==> src/rtl/lenet5_frame_preproc.sv <==
// ============================================================================
// Module   : lenet5_frame_preproc
// Purpose  : Crops a fixed ROI from a raw grayscale stream, box-averages it
//            DS x DS to an OUT_W x OUT_H image and emits signed pixels.
// Revision : 1.0 - initial release
// ============================================================================
`default_nettype none

module lenet5_frame_preproc #(
  parameter int SRC_W  = 640,
  parameter int SRC_H  = 480,
  parameter int ROI_X0 = 192,
  parameter int ROI_Y0 = 112,
  parameter int DS     = 8,
  parameter int OUT_W  = 32,
  parameter int OUT_H  = 32
) (
  input  logic       clk,
  input  logic       rst_n,
  input  logic       s_vsync,
  input  logic       s_de,
  input  logic [7:0] s_pix,
  input  logic       enable,
  output logic       lenet_start,
  output logic       lenet_v,
  output logic [7:0] lenet_pix,
  output logic [3:0] image_num,
  output logic       frame_done,
  output logic       err_short_frame
);

  localparam int c_lg   = $clog2(DS);
  localparam int c_xw   = $clog2(SRC_W + 1);
  localparam int c_yw   = $clog2(SRC_H + 1);
  localparam int c_hw   = 8 + c_lg;
  localparam int c_aw   = 8 + 2 * c_lg;
  localparam int c_cw   = (OUT_W > 1) ? $clog2(OUT_W) : 1;
  localparam int c_rw   = c_lg + c_cw;
  localparam int c_npix = OUT_W * OUT_H;
  localparam int c_pw   = $clog2(c_npix + 1);

  localparam logic [c_xw-1:0] c_x_lo  = c_xw'(ROI_X0);
  localparam logic [c_xw-1:0] c_x_hi  = c_xw'(ROI_X0 + OUT_W * DS);
  localparam logic [c_xw-1:0] c_x_max = c_xw'(SRC_W);
  localparam logic [c_yw-1:0] c_y_lo  = c_yw'(ROI_Y0);
  localparam logic [c_yw-1:0] c_y_hi  = c_yw'(ROI_Y0 + OUT_H * DS);
  localparam logic [c_yw-1:0] c_y_max = c_yw'(SRC_H);
  localparam logic [c_lg-1:0] c_s_last = c_lg'(DS - 1);
  localparam logic [c_pw-1:0] c_p_last = c_pw'(c_npix - 1);
  localparam logic [c_aw-1:0] c_round  = c_aw'(DS * DS / 2);

  typedef enum logic [1:0] {
    S_IDLE   = 2'd0,
    S_ACTIVE = 2'd1,
    S_DONE   = 2'd2
  } state_t;

  state_t           r_state;
  state_t           w_state_nxt;
  logic             w_start;
  logic             w_err;
  logic             w_done;
  logic             w_last;

  logic [c_xw-1:0]  r_x;
  logic [c_yw-1:0]  r_y;
  logic             r_de_d;
  logic [3:0]       r_frame_cnt;
  logic [c_pw-1:0]  r_pcnt;

  logic [c_rw-1:0]  w_rx;
  logic [c_lg-1:0]  w_sx;
  logic [c_lg-1:0]  w_sy;
  logic [c_cw-1:0]  w_cx;
  logic             w_take;
  logic             w_row_end;
  logic             w_blk_end;
  logic [c_hw-1:0]  w_hsum;
  logic [c_aw-1:0]  w_acc_sum;

  logic [c_hw-1:0]  r_hsum;
  logic [c_aw-1:0]  r_acc [OUT_W];
  logic             r_p1_v;
  logic [c_aw-1:0]  r_p1_total;
  logic [7:0]       w_avg;

  // Source raster position; saturates past the active area so stray pixels are ignored.
  always_ff @(posedge clk or negedge rst_n) begin
    if (!rst_n) begin
      r_x    <= '0;
      r_y    <= '0;
      r_de_d <= 1'b0;
    end else begin
      r_de_d <= s_de;
      if (s_vsync) begin
        r_x <= '0;
        r_y <= '0;
      end else if (s_de) begin
        if (r_x != c_x_max) r_x <= r_x + 1'b1;
      end else if (r_de_d) begin
        r_x <= '0;
        if (r_y != c_y_max) r_y <= r_y + 1'b1;
      end
    end
  end

  assign w_rx = c_rw'(r_x - c_x_lo);
  assign w_sx = w_rx[c_lg-1:0];
  assign w_cx = w_rx[c_lg +: c_cw];
  assign w_sy = c_lg'(r_y - c_y_lo);

  assign w_take = s_de && !s_vsync && (r_state == S_ACTIVE) &&
                  (r_x >= c_x_lo) && (r_x < c_x_hi) &&
                  (r_y >= c_y_lo) && (r_y < c_y_hi);
  assign w_row_end = w_take && (w_sx == c_s_last);
  assign w_blk_end = w_row_end && (w_sy == c_s_last);

  assign w_hsum    = ((w_sx == '0) ? '0 : r_hsum) + c_hw'(s_pix);
  assign w_acc_sum = ((w_sy == '0) ? '0 : r_acc[w_cx]) + c_aw'(w_hsum);

  // Accumulator contents are fully rebuilt by the sx==0 / sy==0 clears, so no reset.
  always_ff @(posedge clk) begin
    if (w_take) r_hsum <= w_hsum;
    if (w_row_end) r_acc[w_cx] <= w_acc_sum;
    if (w_blk_end) r_p1_total <= w_acc_sum;
  end

  always_ff @(posedge clk or negedge rst_n) begin
    if (!rst_n) r_p1_v <= 1'b0;
    else        r_p1_v <= w_blk_end;
  end

  // Block total never exceeds 255*DS*DS, so rounding cannot carry out of c_aw bits.
  assign w_avg = 8'((r_p1_total + c_round) >> (2 * c_lg));

  always_ff @(posedge clk or negedge rst_n) begin
    if (!rst_n) begin
      lenet_v   <= 1'b0;
      lenet_pix <= '0;
    end else begin
      lenet_v <= r_p1_v;
      if (r_p1_v) lenet_pix <= {~w_avg[7], w_avg[6:0]};
    end
  end

  assign w_last = r_p1_v && (r_state == S_ACTIVE) && (r_pcnt == c_p_last);

  always_comb begin
    w_state_nxt = r_state;
    w_start     = 1'b0;
    w_err       = 1'b0;
    w_done      = 1'b0;
    case (r_state)
      S_IDLE: begin
        if (s_vsync && enable) begin
          w_state_nxt = S_ACTIVE;
          w_start     = 1'b1;
        end
      end
      S_ACTIVE: begin
        if (w_last) begin
          w_state_nxt = S_DONE;
        end else if (s_vsync) begin
          w_err = 1'b1;
          if (enable) w_start = 1'b1;
          else        w_state_nxt = S_IDLE;
        end
      end
      S_DONE: begin
        w_done = 1'b1;
        if (s_vsync && enable) begin
          w_state_nxt = S_ACTIVE;
          w_start     = 1'b1;
        end else begin
          w_state_nxt = S_IDLE;
        end
      end
      default: w_state_nxt = S_IDLE;
    endcase
  end

  always_ff @(posedge clk or negedge rst_n) begin
    if (!rst_n) begin
      r_state         <= S_IDLE;
      r_frame_cnt     <= '0;
      r_pcnt          <= '0;
      image_num       <= '0;
      lenet_start     <= 1'b0;
      frame_done      <= 1'b0;
      err_short_frame <= 1'b0;
    end else begin
      r_state         <= w_state_nxt;
      lenet_start     <= w_start;
      frame_done      <= w_done;
      err_short_frame <= w_err;
      if (w_start) begin
        image_num   <= r_frame_cnt;
        r_frame_cnt <= r_frame_cnt + 1'b1;
      end
      if (w_start) r_pcnt <= '0;
      else if (r_p1_v && (r_state == S_ACTIVE)) r_pcnt <= r_pcnt + 1'b1;
    end
  end

endmodule

`default_nettype wire

==> config.mk <==
export PLATFORM = sky130hd
export DESIGN_NAME = lenet5_frame_preproc
export DESIGN_NICKNAME = d
export VERILOG_FILES = /design/src/rtl/lenet5_frame_preproc.sv
export SDC_FILE = /design/constraint.sdc
export NUM_CORES = 1
export LEC_CHECK = 0
export BUFFER_PORTS_ARGS = -buffer_cell sky130_fd_sc_hd__buf_2
export CORE_ASPECT_RATIO = 1.2
export CORE_UTILIZATION = 45
export DETAILED_ROUTE_END_ITERATION = 8
export SYNTH_ARGS = -nofsm -noshare
export SYNTH_HDL_FRONTEND = slang
export SYNTH_SLANG_ARGS = --single-unit
==> constraint.sdc <==
create_clock -name clk -period 5.2 [get_ports clk]
set_input_delay 0.78 -clock clk [delete_from_list [all_inputs] [get_ports clk]]
set_output_delay 0.78 -clock clk [all_outputs]
set_load 0.01 [all_outputs]
; ---- Yosys cells after proc, flatten, opt, wreduce, memory -nomap -nowiden
; Memories as Yosys holds them, arrays and structs flattened.
; Cells that the tools add are included.
[word_totals]
mem_count = 1
romBits = 0
elab_cells = 94
out_inout_bits = 16
ramBits = 448
latch_bits = 0
reg_bits = 79
in_bits = 13
[op_classes]
bitwise = 1
addsub = 9
n_eq_ne = 12
n_lt_le_gt_ge = 4
muxes = 29
n_div = 0
shifts = 0
n_reduce_logical = 23
mul = 0
[mem_list]
columns = memory, depth, width, rd, rd_clocked_by_memory_dff, write_ports, line_no
row1 = r_acc, 32, 14, 1, 0, 1, 82  ; logic [c_aw-1:0] r_acc [OUT_W];
[op_table]
columns = cell, n
row1 = $mux W10, 4
row2 = $mux W9, 4
row3 = $mux W11, 3
row4 = $add A14 B11 Y14, 1
row5 = $add A14 B6 Y14 const B, 1
row6 = $mux W14, 1
row7 = $add A11 B1 Y11 const B, 1
row8 = $add A11 B8 Y11, 1
row9 = $eq A11 B10 Y1 const B, 1
row10 = $logic_and A1 B1 Y1, 11
row11 = $mux W1, 11
row12 = $add A10 B1 Y10 const B, 1
row13 = $ge A10 B8 Y1 const B, 1
row14 = $lt A10 B9 Y1 const B, 1
row15 = $ne A10 B10 Y1 const B, 1
row16 = $add A9 B1 Y9 const B, 1
row17 = $ge A9 B7 Y1 const B, 1
row18 = $lt A9 B9 Y1 const B, 1
row19 = $ne A9 B9 Y1 const B, 1
row20 = $mux W2, 4
row21 = $sub A8 B8 Y8 const B, 1
row22 = $eq A3 B3 Y1 const B, 2
row23 = $logic_not A3 Y1, 2
row24 = $ne A3 B3 Y1 const B, 2
row25 = other kinds (16), 20

; ---- Logic depth before layout (Yosys ltp)
[logic_depth]
ltp_word = 10
mapped_depth = 19
ltp_nobuf = 18

; ---- Worst setup path before layout
; OpenSTA, ideal clock, no wires.
[synth_timing]
path_kind = flip-flop to flip-flop
start = reg r_x[0]
end = mem r_acc[0][13] (netlist name), data pin
period_less_slack_ps = 5373
path_slack_ps = -173
t_required_ps = 4824
t_arrival_ps = 4997
setup_time_ps = 376
path_stages_with_launch = 20
path_buffers = 1
cell_sequence = dfrtp_1 -> inv_1 -> ha_1 -> nand2b_1 -> clkbuf_1 -> and2_1 -> ha_1 -> fa_1 -> a21o_1 -> a21oi_1 -> o21bai_1 -> a2111oi_0 -> nor2_1 -> xnor2_1 -> ha_1 -> a21o_1 -> a21o_1 -> a221oi_1 -> nor4_4 -> xor2_1
[synth_between]
elab_chain_cells = 5
elab_cells_between_ends = 7
cone_classes = add/sub (3) / mux (2) / reduce/logical (1) / memory (1)
[synth_rtl]
columns = element, line_no
row1 = "start, declared", 65  ; logic [c_xw-1:0] r_x;
row2 = "start signal, assigned", 99  ; if (r_x != c_x_max) r_x <= r_x + 1'b1;
row3 = $sub A8 B8 Y8, 107  ; assign w_rx = c_rw'(r_x - c_x_lo);
row4 = $logic_not A3 Y1, 118  ; assign w_hsum = ((w_sx == '0) ? '0 : r_hsum) + c_hw'(s_pix);
row5 = $mux W11, 118
row6 = $add A11 B8 Y11, 118
row7 = net w_hsum[8], 78  ; logic [c_hw-1:0] w_hsum;
row8 = $add A14 B11 Y14, 119  ; assign w_acc_sum = ((w_sy == '0) ? '0 : r_acc[w_cx]) + c_aw'(w_hsum);
row9 = net w_acc_sum[13], 79  ; logic [c_aw-1:0] w_acc_sum;
row10 = "end, declared", 82
; The timed path passes the listed nets, and every way through them passes these cells.

; ---- Worst setup path after layout
[layout_timing]
start = reg r_x[1]
end = mem r_acc[10][13] (netlist name), data pin
[layout_between]
elab_chain_cells = 5
elab_cells_between_ends = 7
cone_classes = add/sub (3) / mux (2) / reduce/logical (1) / memory (1)
[layout_rtl]
columns = element, line_no
row1 = $sub A8 B8 Y8, 107
row2 = $logic_not A3 Y1, 118
row3 = $mux W11, 118
row4 = $add A11 B8 Y11, 118
row5 = net w_hsum[8], 78
row6 = $add A14 B11 Y14, 119
; The timed path passes the listed nets, and every way through them passes these cells.

==> results by stage <==
Outcome:
- The run finished with clean final reports.

Synth:
- The cell count after synthesis is 1,121.
- The number of warnings printed during yosys synthesis is 0.
- The mean instance size in the synthesized netlist is 19.16 sq um.
- After synthesis, the netlist uses 57 different library cells.
- The fraction of the yosys area taken by sequential cells is 71.71%.
- The register bit count reported by yosys is 522.
- The cell area that synthesis handed to floorplanning was 0.02148 sq mm.
- In this run, synthesis inferred 468 flip-flops with an integrated enable.
- The main flop type after synthesis is sky130_fd_sc_hd__edfxtp_1.
- The fraction of registers with async set or reset after synthesis is 10.34%.
- The total nets after synthesis is 1,169.

Global routing:
- The first global-routing pass estimated 70.68 mm of wire.
- The initial antenna violation count is 0.
- The pin count of the biggest net entering global routing is 55.
- The via count of the first global-routing pass is 10,812.
- The aggregate global routing overflow is 0.
- Global routing used 20.14% of the available tracks across all layers.

Floorplan:
- Once the floorplan was initialized, standard cells occupied 45.68% of the core.
- After floorplanning, the core was divided into 87 placement rows.
- For this design the top-level I/O count stands at 29.
- The floorplan step defined a die boundary enclosing 0.04862 sq mm.
- In this run the horizontal extent of the chip is 201.5 um.
- The total core area is 0.04703 sq mm.
- Measured along the y axis, the die boundary spans 241.3 um.

Layout:
- The fill cell total of the finished layout is 3,692.
- Cells fill 52.42% of the core in the end.
- The number of antenna diodes is 0.
- The relative area change from synthesis to final layout is 14.76%.
- Leaving out fill and tap cells, the most frequent cell in the layout is sky130_fd_sc_hd__edfxtp_1.
- The post-route netlist has 27.71% of its cells at a drive strength greater than 1.
- The top cell types in the final layout, fill and taps aside, are sky130_fd_sc_hd__edfxtp_1 (468), sky130_fd_sc_hd__mux4_2 (129), sky130_fd_sc_hd__nor2_1 (100).
- The net count of the finished layout is 1,288.

STA:
- Setup violations remaining at the end of the flow were counted as 0.
- Across the routed clock network, the largest skew measured is 0.02535 ns.
- The number of max-slew violations in the final report is 0.
- The worst path uses 92.72% of the clock period.
- The highest achievable clock rate is 0.2074 GHz.
- The transition time at the pin with the least slew margin is 1.070 ns.
- The final count of hold timing violations is 0.
- The relative slew slack is 28.67%.
- The worst path in the final design needs a cycle of 4.821 ns, including I/O delays and setup.
- Setup slack closes at 0.3786 ns.
- Hold is met by 0.3280 ns.
- Setup repair after global routing left no endpoint under its margin.

Placed design:
- The count of input and output buffers is 28.
- The global placer's final weighted congestion is 0.8072.
- The estimated wirelength of the detail-placed design is 29.66 mm.
- The setup slack at placement is -0.2666 ns.

Clocking:
- The CTS buffer count is 51.
- The H-tree generated during clock tree synthesis spans 2 levels.
- The clock latency at the later pin of the worst-skew pair is 0.59 ns.
- The count of hold-fix buffers inserted at cts is 0.
- TritonCTS built the clock tree.
- The clock-pin slew of the registers on the worst-case setup and hold paths is 0.06 ns.
- In this run the clock root is driven by a sky130_fd_sc_hd__clkbuf_16.
- The TritonCTS sink count is 522.
- The longest clock path from root to sink contains 3 buffers.

Route:
- Once detail routing completed, the nets flagged for antenna violations numbered 0.
- Dividing the detail-routed wire length by the instance count gives 25.38 um.
- The count of unresolved DRC violations after routing is 0.
- The count of routing violations after the opening detailed-route iteration is 937.
- The iteration count of the initial detailed-routing pass is 5.
- The via density per instance is 5.662.
- The total via count after detailed routing is 10,780.
- The final layout contains routed wiring with a total length of 48.32 mm.

Worst setup path:
- The critical path in this run is classified as flop to flop.
- The type of destination of the critical path is a flop.
- The highest net fanout along the worst path is 16.
- For the worst setup path, the data arrival time is 5.17 ns.
- The worst path required time is 5.55 ns.
- The worst setup path is launched from a flop.

Pwr:
- Net switching is 23.14% of the power.
- The part of the total power dissipated in the clock network is 37.6%.
- Per report_power, the sequential group accounts for 53.3% of the total.
- VDD sags by at most 0.0002539 V.
- Power spread over the standard cell area amounts to 382.7 mW/mm^2.
- Summed over all cells, the static leakage comes to 8.172 nW.
- Combinational logic burns 9.1% of the power.
- In this run the power spent charging and discharging nets is 2.183 mW.
- The total internal power is 7.251 mW.

Flow run:
- The tool flagged a number of max-cap violations equal to 0.

Worst hold path:
- The type of the tightest min-delay check is primary input to async pin.
==> synth_stat cells (3+ instances only) <==
master | number | share of area [%]
sky130_fd_sc_hd__and3_1 | 6 | 0.17
sky130_fd_sc_hd__buf_4 | 3 | 0.10
sky130_fd_sc_hd__or3_1 | 3 | 0.087
sky130_fd_sc_hd__edfxtp_1 | 468 | 65
sky130_fd_sc_hd__nand3_1 | 19 | 0.44
sky130_fd_sc_hd__buf_2 | 12 | 0.28
sky130_fd_sc_hd__o21a_1 | 4 | 0.14
sky130_fd_sc_hd__clkbuf_1 | 20 | 0.35
sky130_fd_sc_hd__nor2_1 | 101 | 1.8
sky130_fd_sc_hd__ha_1 | 33 | 1.9
sky130_fd_sc_hd__inv_1 | 12 | 0.21
sky130_fd_sc_hd__dfrtp_1 | 54 | 6.3
sky130_fd_sc_hd__nor3_1 | 5 | 0.12
sky130_fd_sc_hd__xnor2_1 | 25 | 1.0
sky130_fd_sc_hd__a21o_1 | 7 | 0.24
sky130_fd_sc_hd__o21ai_0 | 9 | 0.21
sky130_fd_sc_hd__and4_1 | 3 | 0.12
sky130_fd_sc_hd__xor2_1 | 27 | 1.1
sky130_fd_sc_hd__nand2b_1 | 10 | 0.29
sky130_fd_sc_hd__buf_6 | 6 | 0.31
sky130_fd_sc_hd__a21oi_1 | 23 | 0.54
sky130_fd_sc_hd__and2_1 | 11 | 0.32
sky130_fd_sc_hd__nand2_1 | 33 | 0.58
sky130_fd_sc_hd__o21bai_1 | 4 | 0.14
sky130_fd_sc_hd__mux4_1 | 5 | 0.61
sky130_fd_sc_hd__mux2_2 | 11 | 0.58
sky130_fd_sc_hd__a211oi_1 | 4 | 0.14
sky130_fd_sc_hd__mux4_2 | 129 | 14
sky130_fd_sc_hd__mux2i_1 | 20 | 0.93
sky130_fd_sc_hd__buf_1 | 9 | 0.16
sky130_fd_sc_hd__nor2b_1 | 4 | 0.12
sky130_fd_sc_hd__nand4_1 | 7 | 0.20
==> per-stage QoR <==
| stage | TNS, ns | cells | power (mW) | cell area [sq um] |
|---|---|---|---|---|
| 6_report | 0 | 1904 | 9.434 | 24650 |
| 5_1_grt | 0 | 1904 | 9.726 | 24650 |
| 4_1_cts | 0 | 1902 | 9.499 | 24590 |
| 3_5_place_dp | -8.761 | 1808 | 5.973 | 22980 |
| 3_3_place_gp | -0.8669 | 1808 | 5.938 | 22980 |
| 2_1_floorplan | 0 | 1121 | 5.555 | 21500 |
==> path summary, 6_finish.rpt <==
| kind | startpoint | endpoint | depth (start not counted) | slack, ns |
|---|---|---|---|---|
| worst max-delay path | r_x[1] | r_acc[10][13] | 20 | 0.38 |
| worst min-delay path | rst_n | r_x[2] | 2 | 0.33 |
| worst max register to register | r_x[1] | r_acc[10][13] | 20 | 0.38 |
| worst min register to register | r_frame_cnt[3] | r_frame_cnt[3] | 1 | 0.49 |
| max in group asynchronous | rst_n | r_x[3] | 2 | 4.35 |
| min in group clk | s_de | r_de_d | 1 | 0.42 |
==> kinds of logic after synthesis <==
group | count (synthesis) | share of synthesized area (%)
flip-flops | 522 | 71.71
multiplexers | 165 | 15.64
adder cells (fa/ha/maj) | 35 | 2.108
AO/OA/AOI/OAI | 68 | 2.074
buffers and inverters | 63 | 1.508
XOR/XNOR | 52 | 2.120
AND/OR/NAND/NOR | 216 | 4.834
==> registers in the layout, summed over array words and instances, names as in the netlist <==
| signal | flops |
|---|---|
| err_short_frame | 1 |
| r_acc | 448 |
| r_p1_v | 1 |
| r_frame_cnt | 4 |
| lenet_v | 1 |
| r_hsum | 11 |
| r_p1_total | 9 |
| lenet_pix | 8 |
| r_de_d | 1 |
| lenet_start | 1 |
| r_pcnt | 11 |
| r_state | 2 |
| r_x | 10 |
| r_y | 9 |
| image_num | 4 |
| frame_done | 1 |
==> per-layer routing <==
layer | vias to the layer above | part of all wire [%] | track usage [%]
met3 | 62 | 4.7 | 2.408
met5 | - | 0 | 0
met1 | 5705 | 43 | 27.08
met2 | 301 | 50 | 34.76
li1 | 4712 | - | -
met4 | 0 | 2.5 | 5.808
==> timing repair <==
| item | CTS | global route |
|---|---|---|
| resized for setup | 1 | 2 |
| pin swaps | 0 | 1 |
| setup buffers | 0 | 1 |
| cloned | 0 | 1 |
| setup endpoints to repair | 33 | 66 |
==> worst max-delay path, stage by stage, from the launching register on <==
cell	delay, ns
sky130_fd_sc_hd__dfrtp_1	0.40
sky130_fd_sc_hd__inv_1	0.10
sky130_fd_sc_hd__ha_1	0.15
sky130_fd_sc_hd__nand2b_1	0.08
sky130_fd_sc_hd__and2_1	0.17
sky130_fd_sc_hd__ha_1	0.20
sky130_fd_sc_hd__fa_1	0.40
sky130_fd_sc_hd__a21o_1	0.17
sky130_fd_sc_hd__a21oi_1	0.19
sky130_fd_sc_hd__o21bai_1	0.11
sky130_fd_sc_hd__a2111oi_0	0.48
sky130_fd_sc_hd__buf_4	0.19
sky130_fd_sc_hd__nor2_1	0.05
sky130_fd_sc_hd__xnor2_1	0.14
sky130_fd_sc_hd__ha_1	0.30
sky130_fd_sc_hd__buf_4	0.14
sky130_fd_sc_hd__and3_1	0.17
sky130_fd_sc_hd__a221oi_1	0.08
sky130_fd_sc_hd__buf_4	0.16
sky130_fd_sc_hd__nor4_4	0.52
sky130_fd_sc_hd__xor2_4	0.39
==> layout make-up <==
| class | instances | area, sq um | area share, % |
|---|---|---|---|
| multi-input combinational | 537 | 5899 | 23.93 |
| clock inverter | 27 | 222.7 | 0.9034 |
| clock buffer | 67 | 1378 | 5.588 |
| tap | 623 | 779.5 | 3.162 |
| timing repair buffer | 116 | 913.4 | 3.705 |
| sequential | 522 | 15410 | 62.53 |
| inverter | 12 | 45.04 | 0.1827 |
==> power groups by stage <==
stage | registers, mW | clock network (mW) | logic [mW]
final | 5.03 | 3.54 | 0.860
after global routing | 5.04 | 3.75 | 0.940
after CTS | 5.03 | 3.61 | 0.856
after detailed placement | 5.12 | 0 | 0.852
after global placement | 5.12 | 0 | 0.819
after floorplan | 5.14 | 0 | 0.420
Power figures use the tool's default switching activity.
